$ cat config.mk
export PLATFORM = sky130hd
export DESIGN_NAME = lsu_mem_arbiter
export DESIGN_NICKNAME = d
export VERILOG_FILES = /design/src/rtl/lsu_mem_arbiter.sv
export SDC_FILE = /design/constraint.sdc
export NUM_CORES = 1
export LEC_CHECK = 0
export BUFFER_PORTS_ARGS = -buffer_cell sky130_fd_sc_hd__buf_2
export CORE_MARGIN = 3
export CORE_UTILIZATION = 45
export CTS_CLUSTER_DIAMETER = 60
export CTS_CLUSTER_SIZE = 25
export DETAILED_ROUTE_END_ITERATION = 10
export PLACE_DENSITY_LB_ADDON = 0.1
export SETUP_SLACK_MARGIN = 0.5
export SLEW_MARGIN = 30
export SYNTH_ARGS = -nofsm -noshare
export SYNTH_HDL_FRONTEND = slang
export SYNTH_SLANG_ARGS = --single-unit
$ cat constraint.sdc
create_clock -name clk -period 6.9 [get_ports clk]
set_clock_uncertainty 0.15 [all_clocks]
set_input_delay 0.345 -clock clk [delete_from_list [all_inputs] [get_ports clk]]
set_output_delay 0.345 -clock clk [all_outputs]
set_load 0.1 [all_outputs]
$ cat src/rtl/lsu_mem_arbiter.sv
// lsu_mem_arbiter
// Shares NUM_CHANNELS memory channels among NUM_CONSUMERS LSUs. Idle channels
// grant requesters round-robin, forward the access to memory and relay the
// completion back to the requester.
// Build option: define MEM_ARB_WRITE_EN to include the write path. Without it
// the block is a read-only arbiter and all write outputs are tied to zero.
module lsu_mem_arbiter #(
  parameter int NUM_CONSUMERS = 4,
  parameter int NUM_CHANNELS  = 1,
  parameter int ADDR_BITS     = 8,
  parameter int DATA_BITS     = 8
) (
  input  logic                               clk,
  input  logic                               reset,
  input  logic [NUM_CONSUMERS-1:0]           consumer_read_valid,
  input  logic [NUM_CONSUMERS*ADDR_BITS-1:0] consumer_read_address,
  output logic [NUM_CONSUMERS-1:0]           consumer_read_ready,
  output logic [NUM_CONSUMERS*DATA_BITS-1:0] consumer_read_data,
  input  logic [NUM_CONSUMERS-1:0]           consumer_write_valid,
  input  logic [NUM_CONSUMERS*ADDR_BITS-1:0] consumer_write_address,
  input  logic [NUM_CONSUMERS*DATA_BITS-1:0] consumer_write_data,
  output logic [NUM_CONSUMERS-1:0]           consumer_write_ready,
  output logic [NUM_CHANNELS-1:0]            mem_read_valid,
  output logic [NUM_CHANNELS*ADDR_BITS-1:0]  mem_read_address,
  input  logic [NUM_CHANNELS-1:0]            mem_read_ready,
  input  logic [NUM_CHANNELS*DATA_BITS-1:0]  mem_read_data,
  output logic [NUM_CHANNELS-1:0]            mem_write_valid,
  output logic [NUM_CHANNELS*ADDR_BITS-1:0]  mem_write_address,
  output logic [NUM_CHANNELS*DATA_BITS-1:0]  mem_write_data,
  input  logic [NUM_CHANNELS-1:0]            mem_write_ready
);

  localparam int IDW = (NUM_CONSUMERS > 1) ? $clog2(NUM_CONSUMERS) : 1;

`ifdef MEM_ARB_WRITE_EN
  typedef enum logic [2:0] {
    ST_IDLE        = 3'd0,
    ST_READ_WAIT   = 3'd1,
    ST_WRITE_WAIT  = 3'd2,
    ST_READ_RELAY  = 3'd3,
    ST_WRITE_RELAY = 3'd4
  } state_e;
`else
  typedef enum logic [1:0] {
    ST_IDLE       = 2'd0,
    ST_READ_WAIT  = 2'd1,
    ST_READ_RELAY = 2'd2
  } state_e;
`endif

  // Unpacked views of the flat buses
  logic [ADDR_BITS-1:0]     cons_rd_addr_s [NUM_CONSUMERS];
  logic [DATA_BITS-1:0]     mem_rd_data_s  [NUM_CHANNELS];
  logic [NUM_CONSUMERS-1:0] cons_wr_valid_s;

  // Channel state
  state_e                   state_q        [NUM_CHANNELS];
  state_e                   state_d        [NUM_CHANNELS];
  logic [IDW-1:0]           id_q           [NUM_CHANNELS];
  logic [IDW-1:0]           id_d           [NUM_CHANNELS];
  logic [NUM_CONSUMERS-1:0] claim_q, claim_d;
  logic [IDW-1:0]           rr_q, rr_d;

  // Registered read outputs
  logic [NUM_CHANNELS-1:0]  mem_rd_valid_q, mem_rd_valid_d;
  logic [ADDR_BITS-1:0]     mem_rd_addr_q  [NUM_CHANNELS];
  logic [ADDR_BITS-1:0]     mem_rd_addr_d  [NUM_CHANNELS];
  logic [NUM_CONSUMERS-1:0] cons_rd_ready_q, cons_rd_ready_d;
  logic [DATA_BITS-1:0]     cons_rd_data_q [NUM_CONSUMERS];
  logic [DATA_BITS-1:0]     cons_rd_data_d [NUM_CONSUMERS];

  // Grant search results
  logic [NUM_CHANNELS-1:0]  grant_s;
  logic [NUM_CHANNELS-1:0]  grant_rd_s;
  logic [IDW-1:0]           grant_id_s     [NUM_CHANNELS];

`ifdef MEM_ARB_WRITE_EN
  logic [ADDR_BITS-1:0]     cons_wr_addr_s [NUM_CONSUMERS];
  logic [DATA_BITS-1:0]     cons_wr_data_s [NUM_CONSUMERS];
  logic [NUM_CHANNELS-1:0]  mem_wr_valid_q, mem_wr_valid_d;
  logic [ADDR_BITS-1:0]     mem_wr_addr_q  [NUM_CHANNELS];
  logic [ADDR_BITS-1:0]     mem_wr_addr_d  [NUM_CHANNELS];
  logic [DATA_BITS-1:0]     mem_wr_data_q  [NUM_CHANNELS];
  logic [DATA_BITS-1:0]     mem_wr_data_d  [NUM_CHANNELS];
  logic [NUM_CONSUMERS-1:0] cons_wr_ready_q, cons_wr_ready_d;

  assign cons_wr_valid_s      = consumer_write_valid;
  assign mem_write_valid      = mem_wr_valid_q;
  assign consumer_write_ready = cons_wr_ready_q;
`else
  // Write inputs are intentionally ignored in the read-only build
  logic unused_write_s;
  assign unused_write_s = ^{consumer_write_valid, consumer_write_address,
                            consumer_write_data, mem_write_ready};

  assign cons_wr_valid_s      = '0;
  assign mem_write_valid      = '0;
  assign mem_write_address    = '0;
  assign mem_write_data       = '0;
  assign consumer_write_ready = '0;
`endif

  assign mem_read_valid      = mem_rd_valid_q;
  assign consumer_read_ready = cons_rd_ready_q;

  for (genvar i = 0; i < NUM_CONSUMERS; i++) begin : g_cons
    assign cons_rd_addr_s[i] = consumer_read_address[i*ADDR_BITS +: ADDR_BITS];
    assign consumer_read_data[i*DATA_BITS +: DATA_BITS] = cons_rd_data_q[i];
`ifdef MEM_ARB_WRITE_EN
    assign cons_wr_addr_s[i] = consumer_write_address[i*ADDR_BITS +: ADDR_BITS];
    assign cons_wr_data_s[i] = consumer_write_data[i*DATA_BITS +: DATA_BITS];
`endif
  end

  for (genvar c = 0; c < NUM_CHANNELS; c++) begin : g_chan
    assign mem_rd_data_s[c] = mem_read_data[c*DATA_BITS +: DATA_BITS];
    assign mem_read_address[c*ADDR_BITS +: ADDR_BITS] = mem_rd_addr_q[c];
`ifdef MEM_ARB_WRITE_EN
    assign mem_write_address[c*ADDR_BITS +: ADDR_BITS] = mem_wr_addr_q[c];
    assign mem_write_data[c*DATA_BITS +: DATA_BITS]    = mem_wr_data_q[c];
`endif
  end

  // Grant search: idle channels in index order take the first unclaimed requester from rr
  always_comb begin
    logic [NUM_CONSUMERS-1:0] taken_v;
    logic [IDW-1:0]           idx_v;
    logic                     found_v;
    taken_v    = claim_q;
    idx_v      = '0;
    found_v    = 1'b0;
    rr_d       = rr_q;
    grant_s    = '0;
    grant_rd_s = '0;
    for (int c = 0; c < NUM_CHANNELS; c++) begin
      grant_id_s[c] = '0;
      found_v       = 1'b0;
      if (state_q[c] == ST_IDLE) begin
        for (int k = 0; k < NUM_CONSUMERS; k++) begin
          idx_v = IDW'((int'(rr_q) + k) % NUM_CONSUMERS);
          if (!found_v && !taken_v[idx_v] &&
              (consumer_read_valid[idx_v] || cons_wr_valid_s[idx_v])) begin
            // Granted consumers are marked taken so later channels skip them
            found_v        = 1'b1;
            taken_v[idx_v] = 1'b1;
            grant_s[c]     = 1'b1;
            grant_rd_s[c]  = consumer_read_valid[idx_v];
            grant_id_s[c]  = idx_v;
            rr_d           = IDW'((int'(idx_v) + 1) % NUM_CONSUMERS);
          end else begin
            found_v = found_v;
          end
        end
      end else begin
        grant_s[c] = 1'b0;
      end
    end
  end

  // Channel FSMs: next state and next registered outputs
  always_comb begin
    state_d         = state_q;
    id_d            = id_q;
    claim_d         = claim_q;
    mem_rd_valid_d  = mem_rd_valid_q;
    mem_rd_addr_d   = mem_rd_addr_q;
    cons_rd_ready_d = cons_rd_ready_q;
    cons_rd_data_d  = cons_rd_data_q;
`ifdef MEM_ARB_WRITE_EN
    mem_wr_valid_d  = mem_wr_valid_q;
    mem_wr_addr_d   = mem_wr_addr_q;
    mem_wr_data_d   = mem_wr_data_q;
    cons_wr_ready_d = cons_wr_ready_q;
`endif
    for (int c = 0; c < NUM_CHANNELS; c++) begin
      case (state_q[c])
        ST_IDLE: begin
          if (grant_s[c]) begin
            id_d[c]                = grant_id_s[c];
            claim_d[grant_id_s[c]] = 1'b1;
            if (grant_rd_s[c]) begin
              state_d[c]        = ST_READ_WAIT;
              mem_rd_valid_d[c] = 1'b1;
              mem_rd_addr_d[c]  = cons_rd_addr_s[grant_id_s[c]];
            end else begin
`ifdef MEM_ARB_WRITE_EN
              state_d[c]        = ST_WRITE_WAIT;
              mem_wr_valid_d[c] = 1'b1;
              mem_wr_addr_d[c]  = cons_wr_addr_s[grant_id_s[c]];
              mem_wr_data_d[c]  = cons_wr_data_s[grant_id_s[c]];
`else
              state_d[c]        = ST_IDLE;
`endif
            end
          end else begin
            state_d[c] = ST_IDLE;
          end
        end
        ST_READ_WAIT: begin
          if (mem_read_ready[c]) begin
            mem_rd_valid_d[c]        = 1'b0;
            cons_rd_data_d[id_q[c]]  = mem_rd_data_s[c];
            cons_rd_ready_d[id_q[c]] = 1'b1;
            state_d[c]               = ST_READ_RELAY;
          end else begin
            mem_rd_valid_d[c] = 1'b1;
          end
        end
        ST_READ_RELAY: begin
          if (!consumer_read_valid[id_q[c]]) begin
            cons_rd_ready_d[id_q[c]] = 1'b0;
            claim_d[id_q[c]]         = 1'b0;
            state_d[c]               = ST_IDLE;
          end else begin
            cons_rd_ready_d[id_q[c]] = 1'b1;
          end
        end
`ifdef MEM_ARB_WRITE_EN
        ST_WRITE_WAIT: begin
          if (mem_write_ready[c]) begin
            mem_wr_valid_d[c]        = 1'b0;
            cons_wr_ready_d[id_q[c]] = 1'b1;
            state_d[c]               = ST_WRITE_RELAY;
          end else begin
            mem_wr_valid_d[c] = 1'b1;
          end
        end
        ST_WRITE_RELAY: begin
          if (!consumer_write_valid[id_q[c]]) begin
            cons_wr_ready_d[id_q[c]] = 1'b0;
            claim_d[id_q[c]]         = 1'b0;
            state_d[c]               = ST_IDLE;
          end else begin
            cons_wr_ready_d[id_q[c]] = 1'b1;
          end
        end
`endif
        default: begin
          state_d[c] = ST_IDLE;
        end
      endcase
    end
  end

  // State and output registers; reset abandons any transaction in flight
  always_ff @(posedge clk or negedge reset) begin
    if (!reset) begin
      for (int c = 0; c < NUM_CHANNELS; c++) begin
        state_q[c]       <= ST_IDLE;
        id_q[c]          <= '0;
        mem_rd_addr_q[c] <= '0;
`ifdef MEM_ARB_WRITE_EN
        mem_wr_addr_q[c] <= '0;
        mem_wr_data_q[c] <= '0;
`endif
      end
      for (int i = 0; i < NUM_CONSUMERS; i++) begin
        cons_rd_data_q[i] <= '0;
      end
      claim_q         <= '0;
      rr_q            <= '0;
      mem_rd_valid_q  <= '0;
      cons_rd_ready_q <= '0;
`ifdef MEM_ARB_WRITE_EN
      mem_wr_valid_q  <= '0;
      cons_wr_ready_q <= '0;
`endif
    end else begin
      state_q         <= state_d;
      id_q            <= id_d;
      claim_q         <= claim_d;
      rr_q            <= rr_d;
      mem_rd_valid_q  <= mem_rd_valid_d;
      mem_rd_addr_q   <= mem_rd_addr_d;
      cons_rd_ready_q <= cons_rd_ready_d;
      cons_rd_data_q  <= cons_rd_data_d;
`ifdef MEM_ARB_WRITE_EN
      mem_wr_valid_q  <= mem_wr_valid_d;
      mem_wr_addr_q   <= mem_wr_addr_d;
      mem_wr_data_q   <= mem_wr_data_d;
      cons_wr_ready_q <= cons_wr_ready_d;
`endif
    end
  end

endmodule

# --- Word level (Yosys, flattened, before mapping) ---
# Cells that the tools add are included.
# W data, S select, Z words.
classes:
  shifts: 0
  bitwise: 10
  multipliers: 0
  reduce_logical: 37
  n_eq_ne: 6
  magnitude_cmp: 14
  div: 0
  n_addsub: 6
  n_mux: 87
op_table:
  columns: ["op", "count"]
  rows:
  - ["$mux W4", 10]
  - ["$mux W1", 37]
  - ["$bwmux W32", 1]
  - ["$bmux W1 S2", 13]
  - ["$mux W2", 12]
  - ["$mux W8", 3]
  - ["$or A4 B4 Y4", 5]
  - ["$lt A2 B3 Y1 const B", 6]
  - ["$bmux W8 S2", 1]
  - ["$demux W8 S2", 1]
  - ["$pmux W4 S2", 2]
  - ["$logic_and A1 B1 Y1", 13]
  - ["$demux W1 S2", 5]
  - ["$ge A2 B1 Y1 const B", 5]
  - ["$reduce_and A2 Y1", 5]
  - ["$reduce_and A3 Y1", 3]
  - ["$add A2 B1 Y2 const B", 4]
  - ["$and A4 B4 Y4", 2]
  - ["$ne A2 B2 Y1 const B", 4]
  - ["$logic_not A1 Y1", 7]
  - ["$ge A3 B3 Y1 const B", 2]
  - ["$not A2 Y3", 2]
  - ["$pmux W2 S3", 1]
  - ["$reduce_bool A2 Y1", 3]
  - ["other kinds (9)", 13]
word_totals:
  inputBits: 116
  out_inout_bits: 66
  latchBits: 0
  regBits: 55
  memories: 0
  word_cells: 171
  ram_bits: 0
  mem_bits_ro: 0

# --- Logic depth before layout (Yosys ltp) ---
depth:
  ltp_word: 35
  mapped_depth: 14
  mapped_depth_nobuf: 11

# --- Least setup slack after synthesis ---
# Ideal clock, no wire load.
synth_timing:
  path_type: "reg2reg"
  start: "reg rr_q[0]"
  end: "reg mem_rd_addr_q (netlist bit mem_read_address[0])"
  arrival_ps: 3205
  period_less_slack_ps: 3486
  path_slack_ps: 3414
  required_ps: 6618
  path_stages_with_launch: 14
  setup_time_ps: 132
  path_buffers: 2
  path_cell_list: "dfrtp_1 -> buf_4 -> inv_1 -> ha_1 -> inv_1 -> mux4_2 -> nor4b_4 -> nor4_2 -> o32ai_2 -> nand4_1 -> a21boi_2 -> buf_6 -> mux2i_1 -> o221ai_2"
synth_via:
  elab_chain_len: 32
  elab_cells_between_ends: 94
  classes_between: "add/sub (3); order compare (6); mux (59); bitwise (4); reduce/logical (22)"
synth_rtl:
  columns: ["element", "line_no", "text"]
  rows:
  - ["start, declared", "62", "logic [IDW-1:0] rr_q, rr_d;"]
  - ["start signal, assigned", "272", "rr_q <= rr_d;"]
  - ["$lt A2 B3 Y1 (implied by the code) or $ge A2 B1 Y1 (tied branches)", "145", "taken_v[idx_v] = 1'b1;"]
  - ["$logic_and A1 B1 Y1 (implied by the code)", "145", null]
  - ["$mux W1 (implied by the code)", "145", null]
  - ["$demux W1 S2", "145", null]
  - ["$or A4 B4 Y4 (no line)", null, null]
  - ["$mux W4", "141", "if (!found_v && !taken_v[idx_v] &&"]
  - ["$mux W4", "138", "if (state_q[c] == ST_IDLE) begin"]
  - ["$bmux W1 S2", "141", null]
  - ["[14 not listed]", null, null]
  - ["$mux W1 (implied by the code)", "141", null]
  - ["$logic_not A1 Y1", "141", null]
  - ["$logic_and A1 B1 Y1 (2 in series)", "141", null]
  - ["$mux W2", "141", null]
  - ["$mux W2", "138", null]
  - ["$not A2 Y3 (implied by the code)", "184", "mem_rd_addr_d[c] = cons_rd_addr_s[grant_id_s[c]];"]
  - ["$bmux W8 S2", "184", null]
  - ["$mux W8 (implied by the code) (2 in series)", "184", null]
  - ["end signal, assigned", "274", "mem_rd_addr_q <= mem_rd_addr_d;"]
  - ["end, declared", "66", "logic [ADDR_BITS-1:0] mem_rd_addr_q [NUM_CHANNELS];"]
# Several ways; a longest one is shown, not always the timed one. The select of a mux whose other input is x is not followed.
# A chain may end at the register's enable or synchronous reset.

# --- Worst setup path after layout ---
layout_timing:
  start: "reg rr_q[0]"
  end: "reg mem_rd_addr_q (netlist bit mem_read_address[5])"
# Same word-level chain as after synthesis.

==> impl_metrics.prom <==
# TYPE chip_impl_metric gauge
chip_impl_metric{name="share_of_the_clock_period_used_by_the_worst_path",unit="%"} 67.5
chip_impl_metric{name="synthArstFlopShare",unit="%"} 100
chip_impl_metric{name="post-synth-top-area-fraction",unit="%"} 41.9
chip_impl_metric{name="synth-edff-count",unit=""} 0
chip_impl_metric{name="ratio_of_cells_with_drive_above_1_in_the_final_layout",unit="%"} 42.1
chip_impl_metric{name="worst_skew_pair.late_latency",unit="ns"} 0.31
chip_impl_metric{name="place_hpwl",unit="µm"} 5530
chip_impl_metric{name="setup_viol_count_final",unit=""} 0
chip_impl_metric{name="dp.cells",unit=""} 467
chip_impl_info{name="grt_setup_unrepaired",value="false"} 1
chip_impl_metric{name="fp.dieArea",unit="µm²"} 8360
chip_impl_metric{name="maxCapViolCount",unit=""} 0
chip_impl_metric{name="grt_pass1_wl",unit="µm"} 12600
chip_impl_metric{name="synthesis.instances",unit=""} 289
chip_impl_info{name="synthDominantAreaCellType",value="dfrtp_1"} 1
chip_impl_metric{name="drcViolationCount",unit=""} 0
chip_impl_metric{name="arrival_time_reported_for_the_critical_path_endpoint",unit="ns"} 4.69
chip_impl_metric{name="ios",unit=""} 182
chip_impl_info{name="cp-end-kind",value="register"} 1
chip_impl_metric{name="worst_hold_slack",unit="ns"} -0.00431
chip_impl_info{name="ys_dominant_reg_cell",value="dfrtp_1"} 1
chip_impl_metric{name="syn-mean-instance-area",unit="µm²"} 11.4
chip_impl_metric{name="cp.buffers_inverters",unit=""} 2
chip_impl_metric{name="die_w",unit="µm"} 91.4
chip_impl_metric{name="detailed_routing_iterations_pass_1",unit=""} 4
chip_impl_info{name="failed_checks",value="negative hold slack"} 1
chip_impl_metric{name="cts-buffers-inserted",unit=""} 5
chip_impl_metric{name="final_util",unit="%"} 55.4
chip_impl_metric{name="mappedNetlistArea",unit="µm²"} 3280
chip_impl_info{name="cp_cell_sequence",value="inv_1 -> ha_1 -> inv_1 -> mux4_2 -> nor3_4 -> a221oi_2 -> o32ai_2 -> nand4_1 -> a21boi_2 -> mux2i_1 -> o221ai_2"} 1
chip_impl_metric{name="wirelength",unit="µm"} 7380
chip_impl_info{name="timing.rr.end",value="mem_read_address[5]"} 1
chip_impl_metric{name="grt_start_max_net_pins",unit=""} 56
chip_impl_info{name="hold_path_class",value="in -> async"} 1
chip_impl_metric{name="ff2ff_setup_slack",unit="ns"} 2.24
chip_impl_info{name="ys_top_cells_by_count",value="dfrtp_1 (55), mux2_2 (32), buf_4 (23), nand2_1 (22), mux2i_1 (17)"} 1
chip_impl_metric{name="worstPathMaxFanout",unit=""} 24
chip_impl_metric{name="via_to_cell_ratio",unit=""} 5.27
chip_impl_metric{name="synth_sequential_area_ratio",unit="%"} 41.9
chip_impl_metric{name="clock_edge_transition_at_the_registers_on_the_reported_setup_and_hold_paths",unit="ns"} 0.10
chip_impl_metric{name="global_route.overflow_total",unit=""} 0
chip_impl_metric{name="num_antenna_cells",unit=""} 0
chip_impl_metric{name="netlist-cell-type-count",unit=""} 61
chip_impl_info{name="timing.setup.critical_path_class",value="reg -> reg"} 1
chip_impl_info{name="synth_most_common_cell",value="dfrtp_1"} 1
chip_impl_metric{name="ys_ff_latch",unit=""} 55
chip_impl_metric{name="cp.required",unit="ns"} 6.93
chip_impl_metric{name="dr.first_iter.drc_count",unit=""} 119
chip_impl_metric{name="clockBufferDepth",unit=""} 2
chip_impl_metric{name="core.rowCount",unit=""} 30
chip_impl_metric{name="finalHoldViolCount",unit=""} 8
chip_impl_info{name="critical-path-slowest-cell",value="dfrtp_2"} 1
chip_impl_metric{name="max_freq",unit="MHz"} 215
chip_impl_metric{name="die_h",unit="µm"} 91.4
chip_impl_info{name="rr_startpoint",value="rr_q[0]"} 1
chip_impl_info{name="startpoint_kind_of_the_worst_setup_timing_path",value="register"} 1
chip_impl_info{name="cts_tree",value="yes"} 1
chip_impl_info{name="synth.top_cells.by_area",value="dfrtp_1 (42%), mux2_2 (11%), buf_4 (5.3%)"} 1
chip_impl_metric{name="grt_pass1_vias",unit=""} 2509
chip_impl_metric{name="fin_crit",unit="ns"} 4.66
chip_impl_metric{name="detailroute.via_count",unit=""} 2499
chip_impl_metric{name="cts_htree_levels",unit=""} 2
chip_impl_metric{name="layoutNonFillerInstCount",unit=""} 474
chip_impl_metric{name="reg2regPathDepth",unit=""} 11
chip_impl_info{name="clock_tree.root_cell",value="clkbuf_8"} 1
chip_impl_metric{name="drt.antenna.violating_nets",unit=""} 0
chip_impl_metric{name="setup_total_negative_slack",unit="ns"} 0
chip_impl_metric{name="finalWeightedCongestion",unit=""} 0.863
chip_impl_metric{name="coreArea",unit="µm²"} 6940
chip_impl_metric{name="cts.sink_count",unit=""} 55
chip_impl_metric{name="effective_utilization_at_floorplan",unit="%"} 47.3
chip_impl_metric{name="area_growth_syn_to_layout",unit="%"} 17.2
chip_impl_metric{name="cts_resizes",unit=""} 0
chip_impl_info{name="path_common_cell",value="inv_1"} 1
chip_impl_metric{name="relSlewSlack",unit="%"} 45.5
chip_impl_metric{name="hold_buffers",unit=""} 0
chip_impl_metric{name="max_slew.worst_pin.slew",unit="ns"} 0.813
chip_impl_metric{name="stage_delay_of_the_slowest_cell_on_the_critical_path",unit="ns"} 0.71
chip_impl_metric{name="gr-usage-all-layers",unit="%"} 18.5
chip_impl_metric{name="port_buffers",unit=""} 91
chip_impl_metric{name="finalNetCount",unit=""} 498
chip_impl_metric{name="number_of_warning_messages_in_the_yosys_log",unit=""} 0
chip_impl_metric{name="routed_wire_length_per_instance",unit="µm"} 15.6
chip_impl_metric{name="post-cts-setup-buffer-count",unit=""} 0
chip_impl_metric{name="drv_slew",unit=""} 0
chip_impl_metric{name="grt_antenna_before_repair",unit=""} 0
chip_impl_info{name="status",value="complete, but fails checks"} 1
chip_impl_info{name="cp_top_family",value="compound AO/OA/AOI/OAI gates"} 1
## placed cells by master, fill, tap and decap left out, types with 3 or more instances in the layout
master    netlist  routed
o41ai_1         3       3
mux2_2         32      32
nand3_1         3       3
buf_4          23       4
nand2b_1        8       8
nor2_1         13      12
nor3_1          3       3
conb_1          1      21
nand2_1        22      22
mux2i_1        17      17
a31oi_1         4       4
buf_2           3      91
mux4_2          3       3
nor4_1          3       3
clkbuf_8        0       5
nor2b_1         4       4
o221ai_2        7       7
dfrtp_1        55      54
and2_1          9       9
inv_1           9       9
a21oi_1         7       7
ha_1            4       4
## sequential cells by signal, summed over array words and instances (netlist names), named ones only
register and cells:
rr_q 2, state_q 2, id_q 2, mem_read_address 8
consumer_read_data 32, claim_q 4, mem_read_valid 1
## cells by family after synthesis
group,share of synthesized area [%]
AO/OA/AOI/OAI,15.7
XOR/XNOR,0.533
adder cells (fa/ha/maj),1.52
buffers and inverters,8.11
flip-flops,41.9
multiplexers,18.2
other,0.114
AND/OR/NAND/NOR,13.9
## worst max-delay path by stage
stage | start | endpoint | slack, ns | cells past startpoint
6_report | rr_q[0] | mem_read_address[5] | 2.24 | 11
2_1_floorplan | rr_q[0] | mem_read_address[0] | 3.41 | 13
5_1_grt | rr_q[0] | mem_read_address[1] | 1.89 | 11
4_1_cts | rr_q[0] | mem_read_address[2] | 1.86 | 11
3_5_place_dp | rr_q[0] | mem_read_address[0] | 1.87 | 11
3_3_place_gp | rr_q[0] | mem_read_address[1] | 1.93 | 11
## stage by stage
| step | setup slack, ns | area, µm² |
|---|---|---|
| final | 2.24 | 3850 |
| after global routing | 1.89 | 3850 |
| after CTS | 1.86 | 3850 |
| after detailed placement | 1.87 | 3740 |
| after global placement | 1.93 | 3740 |
| after floorplan | 3.41 | 3360 |
## cell type report
| class | count | area, µm² |
|---|---|---|
| flip-flops and latches | 55 | 1380 |
| inverters | 10 | 37.5 |
| multi-input cells | 211 | 1720 |
| well taps | 96 | 120 |
| repair buffers | 95 | 485 |
| fillers | 633 | 3090 |
| clock inverters | 2 | 41.3 |
| clock buffers | 5 | 68.8 |
## layer usage
layer	global-route usage (%)	share of wire, %	vias to the layer above
li1	-	-	1189
met1	25.4	45	1202
met2	29.7	47	102
met3	4.47	7.5	6
met4	3.77	0.76	0
met5	0	0	-
Power is left out: the tool's default activity adds up to more than one toggle a clock period on the data nets, which glitch-free logic cannot reach.
